<file path="src/rtl/score_tally_pkg.sv">
// Shared encodings and constants for the score tally display feeder.
package score_tally_pkg;

  typedef enum logic [1:0] {
    RES_NONE = 2'b00,
    RES_X    = 2'b01,
    RES_O    = 2'b10,
    RES_TIE  = 2'b11
  } result_e;

  localparam logic [7:0] TIE_TAG_DEFAULT = 8'hEE;
  localparam logic [7:0] BCD_MAX         = 8'h99;

  // Two-digit BCD +1.
  // The caller guards the 99 case, so the tens digit never passes 9.
  function automatic logic [7:0] bcd_inc(input logic [7:0] v);
    logic [7:0] r;
    if (v[3:0] == 4'd9) begin
      r = {v[7:4] + 4'd1, 4'd0};
    end else begin
      r = {v[7:4], v[3:0] + 4'd1};
    end
    return r;
  endfunction

endpackage

</file>
<file path="src/rtl/score_tally_bcd_counter_99.sv">
// Two-digit BCD counter that saturates at 99 and has a synchronous clear.
import score_tally_pkg::*;

module bcd_counter_99 (
  input  logic       clk,
  input  logic       rst,
  input  logic       clr,
  input  logic       inc,
  output logic [7:0] bcd
);

  // Clear wins over increment; the counter holds once it reaches 99.
  always_ff @(posedge clk) begin
    if (rst || clr) begin
      bcd <= 8'h00;
    end else if (inc && (bcd != BCD_MAX)) begin
      bcd <= bcd_inc(bcd);
    end
  end

endmodule

</file>
<file path="src/rtl/score_tally.sv">
// Tic-tac-toe score keeper.
// Builds the 16-bit nibble word for the 4-digit display.
// The word alternates between an X:O score page and a tie page.
import score_tally_pkg::*;

module score_tally #(
  parameter int unsigned ROTATE_TICKS = 100_000_000,
  parameter int unsigned TIMER_W      = 27,
  parameter logic [7:0]  TIE_TAG      = TIE_TAG_DEFAULT
) (
  input  logic        clk,
  input  logic        rst,
  input  logic        result_valid,
  input  logic [1:0]  result,
  input  logic        clear_scores,
  input  logic        hold_page,
  output logic [15:0] big_bin,
  output logic        page,
  output logic        saturated
);

  localparam logic [TIMER_W-1:0] TIMER_LAST = TIMER_W'(ROTATE_TICKS - 1);

  logic               prev_valid;
  logic               evt;
  logic               inc_x;
  logic               inc_o;
  logic               inc_t;
  logic [TIMER_W-1:0] timer;
  logic [7:0]         x_cnt;
  logic [7:0]         o_cnt;
  logic [7:0]         t_cnt;

  // One event per rising edge of result_valid.
  // A result that stays high is never counted again.
  assign evt   = result_valid & ~prev_valid;
  assign inc_x = evt && (result == RES_X);
  assign inc_o = evt && (result == RES_O);
  assign inc_t = evt && (result == RES_TIE);

  // Remember the previous level of result_valid.
  // This register keeps updating during a clear, so a result still held
  // when the clear lifts is treated as already seen.
  always_ff @(posedge clk) begin
    if (rst) begin
      prev_valid <= 1'b0;
    end else begin
      prev_valid <= result_valid;
    end
  end

  bcd_counter_99 u_x_cnt (
    .clk (clk),
    .rst (rst),
    .clr (clear_scores),
    .inc (inc_x),
    .bcd (x_cnt)
  );

  bcd_counter_99 u_o_cnt (
    .clk (clk),
    .rst (rst),
    .clr (clear_scores),
    .inc (inc_o),
    .bcd (o_cnt)
  );

  bcd_counter_99 u_t_cnt (
    .clk (clk),
    .rst (rst),
    .clr (clear_scores),
    .inc (inc_t),
    .bcd (t_cnt)
  );

  // Page rotation timer.
  // The page flips every ROTATE_TICKS running cycles; hold_page freezes both.
  always_ff @(posedge clk) begin
    if (rst) begin
      timer <= '0;
      page  <= 1'b0;
    end else if (!hold_page) begin
      if (timer == TIMER_LAST) begin
        timer <= '0;
        page  <= ~page;
      end else begin
        timer <= timer + 1'b1;
      end
    end
  end

  // Register the display word and saturation flag from the updated state.
  // This puts big_bin one cycle behind the counters and the page bit.
  always_ff @(posedge clk) begin
    if (rst) begin
      big_bin   <= 16'h0000;
      saturated <= 1'b0;
    end else begin
      big_bin   <= page ? {TIE_TAG, t_cnt} : {x_cnt, o_cnt};
      saturated <= (x_cnt == BCD_MAX) || (o_cnt == BCD_MAX) || (t_cnt == BCD_MAX);
    end
  end

endmodule

</file>
<file path="config.mk">
export PLATFORM = sky130hd
export DESIGN_NAME = score_tally
export DESIGN_NICKNAME = d
export VERILOG_FILES = /design/src/rtl/score_tally_pkg.sv /design/src/rtl/score_tally_bcd_counter_99.sv /design/src/rtl/score_tally.sv
export SDC_FILE = /design/constraint.sdc
export NUM_CORES = 1
export LEC_CHECK = 0
export CAP_MARGIN = 20
export CELL_PAD_IN_SITES_DETAIL_PLACEMENT = 0
export CELL_PAD_IN_SITES_GLOBAL_PLACEMENT = 1
export CORE_AREA = 4 4 92 115
export DETAILED_ROUTE_END_ITERATION = 6
export DIE_AREA = 0 0 96 119
export PLACE_DENSITY = 0.68
export SETUP_SLACK_MARGIN = 0.05
export SLEW_MARGIN = 30
export SYNTH_ARGS = -nofsm -noshare
export SYNTH_HDL_FRONTEND = slang
export SYNTH_SLANG_ARGS = --single-unit
</file>
<file path="constraint.sdc">
create_clock -name clk -period 2.7 [get_ports clk]
set_input_delay 0.27 -clock clk [delete_from_list [all_inputs] [get_ports clk]]
set_output_delay 0.27 -clock clk [all_outputs]
set_load 0.03 [all_outputs]
</file>
---- After elaboration in Yosys (flattened, before gate mapping) ----
Index checks and enable logic that the tools add are counted.
operators by class
  mux-type cells .......................... 5
  reductions and logical operators ........ 14
  equal/unequal tests ..................... 13
  bitwise operators ....................... 4
  add/subtract/negate cells ............... 7
operators with widths
  operator               number
  $add 27x1->27 const B  1
  $eq 27x27->1 const B   1
  $mux 27                1
  $add 4x1->4 const B    6
  $eq 8x8->1 const B     3
  $ne 8x8->1 const B     3
  $mux 16                1
  $eq 4x4->1 const B     3
  $mux 4                 3
  $reduce_and 2->1       4
  $logic_and 1x1->1      6
  $eq 2x2->1 const B     2
  $logic_or 1x1->1       3
  $not 1->1              3
  $eq 2x1->1 const B     1
  $reduce_or 2->1        1
  $and 1x1->1            1
storage, ports and cells
  output and inout port bits .............. 18
  flip-flop bits (word level) ............. 70

---- Logic depth before layout (Yosys ltp) ----
Gate-level depths: netlist of run 1.
  depth after elaboration ................. 5
  mapped depth ............................ 6
  gate-level depth less buffers ........... 6

---- Modules after synthesis ----
A second synthesis of run 1 with hierarchy kept.
unflattened totals
  cells, all modules ...................... 372
  area total of the unflattened synthesis .. 3289.4 um^2
modules (own cells, without submodules)
  module          cells an instance  area an instance (um^2)  times used
  score_tally     225                2028.2                   1
  bcd_counter_99  49                 420.4                    3

---- Worst setup path before layout of run 1 ----
OpenSTA, ideal clock, no wires.
  kind .................................... reg2reg
  from .................................... register timer[0]
  to ...................................... register timer[26]
  required time ........................... 2.630 ns
  path buffers ............................ 0
  arrival ................................. 1.874 ns
  stages on the path, launching flop included .. 6
  setup time .............................. 0.070 ns
  setup slack ............................. 0.756 ns
  period minus slack after synthesis ...... 1.944 ns
  cells stage by stage .................... dfxtp_1 > ha_1 > nand4b_1 > or4_1 > or4_1 > a21oi_1
on the way
  word-level cells in the longest chain between the ends .. 2
  elaborated cells on any way between the ends .. 3
RTL lines
  item                                                  line                                  source
  start: declaration                                    score_tally.sv:29                     logic [TIMER_W-1:0] timer;
  start signal: assignment                              score_tally.sv:87                     timer <= timer + 1'b1;
  $add 27x1->27 / $eq 27x27->1 (equally long branches)  score_tally.sv:87, score_tally.sv:83
  $mux 27 (*)                                           score_tally.sv:83                     if (timer == TIMER_LAST) begin
Mark *: on every way between the ends. The rest lies on a longest branch, timed or not.
A chain may end at the register's enable or synchronous reset.

---- Worst setup path in the final report of run 1 ----
Ends and elaborated chain as after synthesis.

==> impl_results.md, run 1 <==
- Area Growth Syn to Fin: 22.90%
- DIE HEIGHT: 119 µm
- Total CTS buffers: 9
- Flop and latch count out of synthesis: 70
- Hold Path Class: flip-flop to flip-flop
- Count leader, synth: dfxtp_1
- CORE AREA: 9559 µm²
- I/O Pins: 25
- Worst setup SP type: flip-flop
- Sw Ratio: 0.2039
- Avg Vias per Cell: 5.093
- Post-synth EDFFs: 0
- Layout filler cell count: 976
- Simple-Gate Fraction of Synth Area: 0.2832
- P_leak: 1.266 nW
- XOR/XNOR share of the synthesized area: 0.06846
- DIE WIDTH: 96 µm
- Synth cell count leaders: 70 x dfxtp_1, 49 x nor2_1, 20 x a21oi_1, 15 x nand2_1, 15 x xor2_1
- Via count: 2526
- Setup violators final: 0
- Syn nets: 351
- Synth cell types: 41
- Max Root-Sink Buffers: 2
- Clock latency on the worst-skew pair: 330 ps
- Setup Fix Bufs, Post-CTS: 0
- Final period util: 0.8140
- Post-route minimum period: 2198 ps
- Dpl hpwl: 4.624 mm
- Row count: 40
- Hold Vio Cnt, Final: 0
- Power Internal: 0.001857 W
- Adder-Cell Fraction of Synth Area: 0.02852
- DRT iter0 DRCs: 85
- Largest cells by area after synthesis: dfxtp_1 46%, nor2_1 6.0%, xor2_1 4.3%
- Post-CTS resize count: 0
- IO Port Bufs: 24
- Clk sinks: 70
- Mux share of post-synthesis cell area: 0.04645
- DRC Markers: 0
- ANT nets after route: 0
- Outcome: finished clean
- Critical path class: flip-flop to flip-flop
- Syn Area/Cell: 9.111 µm²
- Fin. max-slew vios: 0
- Sequential area share after synthesis: 0.4564
- Cell taking the most area after synthesis: dfxtp_1
- Slew @ Worst Pin: 608.5 ps
- Achievable clock frequency: 455.0 MHz
- Setup TNS: 0 ps
- Initial core utilization: 0.3212
- Drt total wl: 6.704 mm
- Combinational power share: 0.024
- Netlist Area Pre-Place: 3070 µm²
- Crit. End Element: flip-flop
- P_sw: 0.0004755 W
- Clock power share: 0.527
- Complex-gate fraction of the synthesized area: 0.08761
- Depth of the CTS H-tree: 3
- Proportion of layout cells with a drive suffix above 1: 0.07568
- Footprint of the multi-input gates: 1579 µm²
- Pwr Density: 618.0 nW/µm²
- WP data required: 2970 ps
- Largest net degree at the start of global routing: 22
- CP Max Fanout: 7
- Max-Cap Viols: 0
- Hold_buf cts: 0
- CTS tree: built
- Main combinational cell family by area after synthesis: simple AND/OR/NAND/NOR gates
- Synth warn: 0
- Final nets: 379
- Arrival @ worst endpoint: 2460 ps
- Die area: 11420 µm²
- Synth Instances: 337
- Total track usage: 0.1306
- Final Util: 0.3948
- Register share of total power: 0.449
- CTS clk-pin slew, worst paths: 60 ps
- Routability cong.: 0.7621
- FFs w/ async S/R, synth: 0
- Rel. slew slack: 0.5888
- Remaining Overflow, GRT: 0
- Clock Tree Root: clkbuf_16
- Vias in the first global route: 2420
- Worst vdd ir: 0.2726 mV
- Register Area: 1401 µm²
- Drt first pass iters: 4
- Ant. Diodes: 0
- Prevailing post-synth register cell: dfxtp_1
- RSZ-0062 raised after global routing: false
- Initial antenna violation count: 0
- Clk_skew: 10.76 ps
- First-pass GRT wire length: 11.74 mm
- Routed len/inst: 13.52 µm
- Post-synth top area share: 0.4564
[cells in the final DEF, fill, tap and decap left out, types with 3 or more instances in the layout]
cell,count
dfxtp_1,70
buf_4,6
nand2_1,15
or3_1,13
nor2_1,49
nand4b_1,6
xor2_1,15
nand3_1,11
inv_1,10
clkdlybuf4s50_1,24
or4b_1,3
ha_1,7
a21oi_1,20
clkbuf_8,3
o21ai_0,13
or4_1,8
nor4bb_1,4
nand3b_1,4
xnor2_1,9
clkbuf_16,9
mux2i_1,12
o31ai_1,6
and4_1,3
a31oi_1,5
and3_1,6
nand4_1,13
[power by group through the flow]
stage / combinational (W) / sequential (W) / clock, W
after global placement: 0.0000557 / 0.00107 / 0
after CTS: 0.0000570 / 0.00105 / 0.00126
after floorplan: 0.0000309 / 0.00107 / 0
after global routing: 0.0000616 / 0.00105 / 0.00131
after detailed placement: 0.0000570 / 0.00107 / 0
final: 0.0000555 / 0.00105 / 0.00123
[worst max-delay path: stages (launching register included)]
cell and delay [ps]:
dfxtp_1 390, ha_1 190, nand4b_1 280, or4_1 630
or4_1 490, a21oi_1 150
[per-layer routing]
layer,up-vias,share of wire,track usage
met5,-,0,0
met4,0,0.024,0.06673
met3,15,0.030,0.02969
met2,41,0.49,0.2069
met1,1201,0.45,0.1628
li1,1269,-,-
[area by class of cell]
| class | instances | area share |
|---|---|---|
| clock buffers | 14 | 0.07261 |
| clock inverters | 2 | 0.01028 |
| inverters | 10 | 0.009947 |
| multi-input cells | 244 | 0.4184 |
| flip-flops and latches | 70 | 0.3714 |
| well taps | 126 | 0.04178 |
| repair buffers | 30 | 0.07560 |
[registers in the layout, indices dropped and copies added (netlist names)]
signal	flops
timer	27
big_bin	16
u_o_cnt.bcd	8
u_t_cnt.bcd	8
u_x_cnt.bcd	8
page	1
prev_valid	1
saturated	1
[cells by family after synthesis]
logic type      Yosys count
simple gates            152
xor+xnor                 24
compound gates           47
buf+inv                  23
flops                    70
fa+ha+maj                 7
mux                      14
[through the flow]
step | worst slack, ps | hold slack (ps) | cell area (µm²) | power (W) | instances
after floorplan | 756.0 | 398.2 | 3070 | 0.001099 | 337
after global placement | 338.4 | 471.0 | 3461 | 0.001126 | 480
after detailed placement | 289.8 | 483.6 | 3461 | 0.001127 | 480
after CTS | 477.5 | 493.5 | 3774 | 0.002367 | 496
after global routing | 356.6 | 502.4 | 3774 | 0.002423 | 496
final | 502.1 | 493.0 | 3774 | 0.002332 | 496
[path summary, 6_finish.rpt]
kind / startpoint / endpoint / slack, ps / cells past startpoint
setup / recovery: timer[0] / timer[26] / 500 / 5
setup reg to reg: timer[0] / timer[26] / 500 / 5
hold reg to reg: timer[25] / timer[25] / 490 / 2
hold / removal: timer[25] / timer[25] / 490 / 2
(Power assumes the default switching activity.)
==> inputs of run 2 (changes only) <==
==> constraint.sdc (replaced) <==
create_clock -name clk -period 2.2 [get_ports clk]
set_input_delay 0.22 -clock clk [delete_from_list [all_inputs] [get_ports clk]]
set_output_delay 0.22 -clock clk [all_outputs]
set_load 0.03 [all_outputs]
==> impl_results.md, run 2 (synthesis gave the netlist of run 1 again) <==
- Hold_buf cts: 0 (unchanged)
- Max reg flops: 27 (unchanged)
- Largest registers: timer: 27 flops, big_bin: 16 flops (unchanged)
- I/O Pins: 25 (unchanged)
- Routability cong.: 0.7499 (was 0.7621)
- Remaining Overflow, GRT: 0 (unchanged)
- DRT iter0 DRCs: 102 (was 85)
- Die area: 11420 µm² (unchanged)
- Clk sinks: 70 (unchanged)
- Vias in the first global route: 2394 (was 2420)
- Critical path class: flip-flop to flip-flop (unchanged)
- Drt total wl: 6.557 mm (was 6.704 mm)
- Rel. slew slack: 0.6050 (was 0.5888)
- Largest register by flop count: timer (unchanged)
- Final period util: 0.9284 (was 0.8140)
- Flop2flop setup slack: 160 ps (was 500 ps)
- Setup TNS: 0 ps (unchanged)
- Drt first pass iters: 4 (unchanged)
- Hold Path Class: flip-flop to flip-flop (unchanged)
- Total CTS buffers: 9 (unchanged)
- Commonest non-fill, non-tap cell in the layout: dfxtp_1 (unchanged)
- Outcome: finished clean (unchanged)
- Final nets: 386 (was 379)
- IO Port Bufs: 24 (unchanged)
- CP Max Fanout: 12 (was 7)
- Initial antenna violation count: 0 (unchanged)
- RSZ-0062 raised after global routing: true (was false)
- Dpl hpwl: 4.680 mm (was 4.624 mm)
- First-pass GRT wire length: 11.32 mm (was 11.74 mm)
- Worst path bufs/invs: 1 (was 0)
- P_leak: 1.307 nW (was 1.266 nW)
- DIE WIDTH: 96 µm (unchanged)
- Post-route minimum period: 2043 ps (was 2198 ps)
- DIE HEIGHT: 119 µm (unchanged)
- Crit. End Element: flip-flop (unchanged)
- Largest net degree at the start of global routing: 20 (was 22)
- Crit path cell chain: or4b_1 -> or4_4 -> o31ai_2 -> buf_4 -> a21oi_1 (was ha_1 -> nand4b_1 -> or4_1 -> or4_1 -> a21oi_1)
- Max-Cap Viols: 0 (unchanged)
- Ant. Diodes: 0 (unchanged)
- Post-CTS resize count: 0 (unchanged)
- ANT nets after route: 0 (unchanged)
- CTS clk-pin slew, worst paths: 60 ps (about the same)
- Setup violators final: 0 (unchanged)
- Slowest-stage cell, CP: or4b_1 (was or4_1)
- Worst setup SP type: flip-flop (unchanged)
- Achievable clock frequency: 489.6 MHz (was 455.0 MHz)
- Commonest cells after routing, fill and taps aside: 69 x dfxtp_1, 49 x nor2_1, 24 x clkdlybuf4s50_1 (was 70 x dfxtp_1, 49 x nor2_1, 24 x clkdlybuf4s50_1)
- Hold Vio Cnt, Final: 0 (unchanged)
- Crit-path leading delay family: simple AND/OR/NAND/NOR gates (unchanged)
- WP data required: 2410 ps (was 2970 ps)
- Total track usage: 0.1256 (was 0.1306)
- Initial core utilization: 0.3212 (unchanged)
- Inst Count DP: 487 (was 480)
- Depth of the CTS H-tree: 3 (unchanged)
- Worst vdd ir: 0.5581 mV (was 0.2726 mV)
- CTS tree: built (unchanged)
- Setup Fix Bufs, Post-CTS: 0 (unchanged)
- Area Growth Syn to Fin: 25.43% (was 22.90%)
- Clock latency on the worst-skew pair: 330 ps (about the same)
- DRC Markers: 0 (unchanged)
- Avg Vias per Cell: 4.980 (was 5.093)
- Routed len/inst: 13.04 µm (was 13.52 µm)
- Max Root-Sink Buffers: 2 (unchanged)
- Via count: 2505 (was 2526)
- Slowest stage delay, CP: 530 ps (was 630 ps)
- Clk_skew: 12.23 ps (was 10.76 ps)
- Final std cells w/o fill: 503 (was 496)
- Final Util: 0.4029 (was 0.3948)
- Arrival @ worst endpoint: 2260 ps (was 2460 ps)
- Row count: 40 (unchanged)
- Pwr Density: 757.3 nW/µm² (was 618.0 nW/µm²)
- CORE AREA: 9559 µm² (unchanged)
- Proportion of layout cells with a drive suffix above 1: 0.1061 (was 0.07568)
- Fin. max-slew vios: 0 (unchanged)
- Slew @ Worst Pin: 584.5 ps (was 608.5 ps)
- Clock Tree Root: clkbuf_16 (unchanged)
[run 2: per-layer routing]
layer  global-route usage  vias to the layer above  share of wire
met5                    0                        -              0
met4              0.06406                        0          0.020
met3              0.03474                       10          0.034
met2               0.1957                       32           0.49
met1               0.1558                     1177           0.45
li1                     -                     1286              -
[run 2: cell type report]
class	count	area, µm²
inverters	10	37.54
clock buffers	11	242.7
flip-flops and latches	70	1403
well taps	126	157.7
clock inverters	5	81.33
fillers	958	5708
repair buffers	37	337.8
multi-input cells	244	1592
[run 2: final timing paths]
check                   end  cells past startpoint      start
hold reg to reg   timer[26]                      2  timer[26]
hold / removal    timer[26]                      2  timer[26]
setup / recovery  timer[22]                      5  timer[11]
setup reg to reg  timer[22]                      5  timer[11]
[run 2: metrics by stage]
step                total power [W]  cell area, µm²  worst slack, ps  hold WS (ps)
floorplan                  0.001349            3070            256.0         348.2
global placement           0.001383            3513            32.40         468.4
detailed placement         0.001384            3513            25.19         470.3
CTS                        0.002965            3837            150.2         483.5
global route               0.003029            3851            30.76         523.8
finish                     0.002916            3851            157.4         481.5
[run 2: worst register-to-register path, delay by kind of cell (launching register included)]
| family | cells | cell delay [ps] |
|---|---|---|
| flops | 1 | 340 |
| simple gates | 2 | 1060 |
| buf+inv | 1 | 240 |
| compound gates | 2 | 290 |
[run 2: report_power, final]
part,switching (W),internal [W]
Combinational,0.0000392,0.0000309
Clock,0.000535,0.00102
Sequential,0.00000926,0.00128
==> inputs of run 3 (changes only) <==
==> constraint.sdc (replaced) <==
create_clock -name clk -period 2.2 [get_ports clk]
set_input_delay 0.66 -clock clk [delete_from_list [all_inputs] [get_ports clk]]
set_output_delay 0.66 -clock clk [all_outputs]
set_load 0.03 [all_outputs]
==> impl_results.md, run 3 (synthesis gave the netlist of run 1 again) <==
- Metal3 WL: 215 µm (was 224 µm)
- Clk_skew: 8.928 ps (was 12.23 ps)
- Commonest cells after routing, fill and taps aside: 70 x dfxtp_1, 49 x nor2_1, 26 x buf_4 (was 69 x dfxtp_1, 49 x nor2_1, 24 x clkdlybuf4s50_1)
- P_leak: 1.351 nW (was 1.307 nW)
- Setup TNS: 0 ps (unchanged)
- I/O Pins: 25 (unchanged)
- Final std cells w/o fill: 514 (was 503)
- Final setup margin: 161.7 ps (was 157.4 ps)
- Drt first pass iters: 4 (unchanged)
- Largest register by flop count: timer (unchanged)
- Row count: 40 (unchanged)
- Max reg flops: 27 (unchanged)
- Avg Vias per Cell: 4.936 (was 4.980)
- Routed len/inst: 12.88 µm (was 13.04 µm)
- DRC Markers: 0 (unchanged)
- DP Worst Slack: -436.7 ps (was 25.19 ps)
- Outcome: finished clean (unchanged)
- Dpl hpwl: 4.744 mm (was 4.680 mm)
- CP Max Fanout: 6 (was 12)
- First-pass GRT wire length: 11.63 mm (was 11.32 mm)
- Proportion of layout cells with a drive suffix above 1: 0.1289 (was 0.1061)
- IO Port Bufs: 24 (unchanged)
- Total CTS buffers: 9 (unchanged)
- Max layer used: met4 (unchanged)
- Commonest non-fill, non-tap cell in the layout: dfxtp_1 (unchanged)
- Hold Path Class: flip-flop to flip-flop (unchanged)
- Min Hold Slack: 501.0 ps (was 481.5 ps)
- Register Area: 1401 µm² (was 1403 µm²)
- Crit. End Element: flip-flop (unchanged)
- Largest registers: timer: 27 flops, big_bin: 16 flops (unchanged)
- Clk sinks: 70 (unchanged)
- Slew @ Worst Pin: 606.4 ps (was 584.5 ps)
- Footprint of the multi-input gates: 1592 µm² (unchanged)
- Initial antenna violation count: 0 (unchanged)
- Clock latency on the worst-skew pair: 330 ps (about the same)
- Initial core utilization: 0.3212 (unchanged)
- Depth of the CTS H-tree: 3 (unchanged)
- Post-route minimum period: 2038 ps (was 2043 ps)
- Fin. max-slew vios: 0 (unchanged)
- Final nets: 398 (was 386)
- Hold_buf cts: 0 (unchanged)
- Rel. slew slack: 0.5902 (was 0.6050)
- CORE AREA: 9559 µm² (unchanged)
- Drt total wl: 6.622 mm (was 6.557 mm)
- Max-Cap Viols: 0 (unchanged)
- Pwr Density: 712.0 nW/µm² (was 757.3 nW/µm²)
- Achievable clock frequency: 490.6 MHz (was 489.6 MHz)
- Vias in the first global route: 2446 (was 2394)
- Worst vdd ir: 0.3642 mV (was 0.5581 mV)
- RSZ-0062 raised after global routing: true (unchanged)
- Critical path class: primary input to flip-flop (was flip-flop to flip-flop)
- DRT iter0 DRCs: 75 (was 102)
- Met2 routed WL: 3.257 mm (was 3.222 mm)
- CTS clk-pin slew, worst paths: 60 ps (about the same)
- DIE HEIGHT: 119 µm (unchanged)
- CTS tree: built (unchanged)
- Die area: 11420 µm² (unchanged)
- Via count: 2537 (was 2505)
- Clock Tree Root: clkbuf_16 (unchanged)
- Inst Count DP: 497 (was 487)
- Layout filler cell count: 957 (was 958)
- Hold Vio Cnt, Final: 0 (unchanged)
- Worst setup SP type: primary input (was flip-flop)
- Routability cong.: 0.7156 (was 0.7499)
- Largest net degree at the start of global routing: 20 (unchanged)
- Setup violators final: 0 (unchanged)
- WP data required: 2470 ps (was 2410 ps)
- Remaining Overflow, GRT: 0 (unchanged)
- Max Root-Sink Buffers: 2 (unchanged)
- ANT nets after route: 0 (unchanged)
- DIE WIDTH: 96 µm (unchanged)
- Arrival @ worst endpoint: 2310 ps (was 2260 ps)
- Design Power: 0.002779 W (was 0.002916 W)
- Final period util: 0.9265 (was 0.9284)
- Ant. Diodes: 0 (unchanged)
- Met1 wire length: 3.001 mm (was 2.978 mm)
- Area Growth Syn to Fin: 27.10% (was 25.43%)
- Total track usage: 0.1308 (was 0.1256)
-- run 3: cell types whose count changed in the layout (fill, tap and decap cells not counted), sizes merged --
cell           change
clkdlybuf4s50      -2
buf               +13
clkinvlp           -1
dlygate4sd2        +1
clkbuf             +1
bufinv             -1
-- run 3: worst paths after layout --
check             from        end  slack (ps)  depth (start not counted)
max          hold_page       page         160                          5
min          timer[26]  timer[26]         500                          2
max reg2reg  timer[11]   timer[0]         170                          5
min reg2reg  timer[26]  timer[26]         500                          2
-- run 3: cell type report --
type,instances,share of cell area
well taps,126,0.04040
clock buffers,12,0.06316
repair buffers,49,0.1087
multi-input cells,244,0.4078
clock inverters,3,0.01122
inverters,10,0.009618
flip-flops and latches,70,0.3591
-- run 3: report_power, final --
| part | internal, W | switching (W) |
|---|---|---|
| logic | 0.0000314 | 0.0000390 |
| registers | 0.00128 | 0.00000927 |
| clock network | 0.000904 | 0.000518 |
-- run 3: what timing repair did --
item	4_1_cts	5_1_grt
resized for setup	3	1
buffers inserted	2	0
setup endpoints to repair	22	2
pin swaps	6	1
-- run 3: critical path: stages --
cell,delay (ps)
dlygate4sd2_1,240
nand4b_1,280
or3_4,480
or4_1,510
a21oi_1,140
-- run 3: metal layers --
layer / vias to the layer above / track usage
met1: 1180 / 0.1568
met2: 34 / 0.2091
met3: 16 / 0.04232
met4: 0 / 0.05872
li1: 1307 / -
met5: - / 0
-- run 3: stage by stage --
step	instance area [µm²]	util
CTS	3899	0.4079
global placement	3586	0.3751
detailed placement	3586	0.3751
finish	3902	0.4082
floorplan	3070	-
global route	3902	0.4082
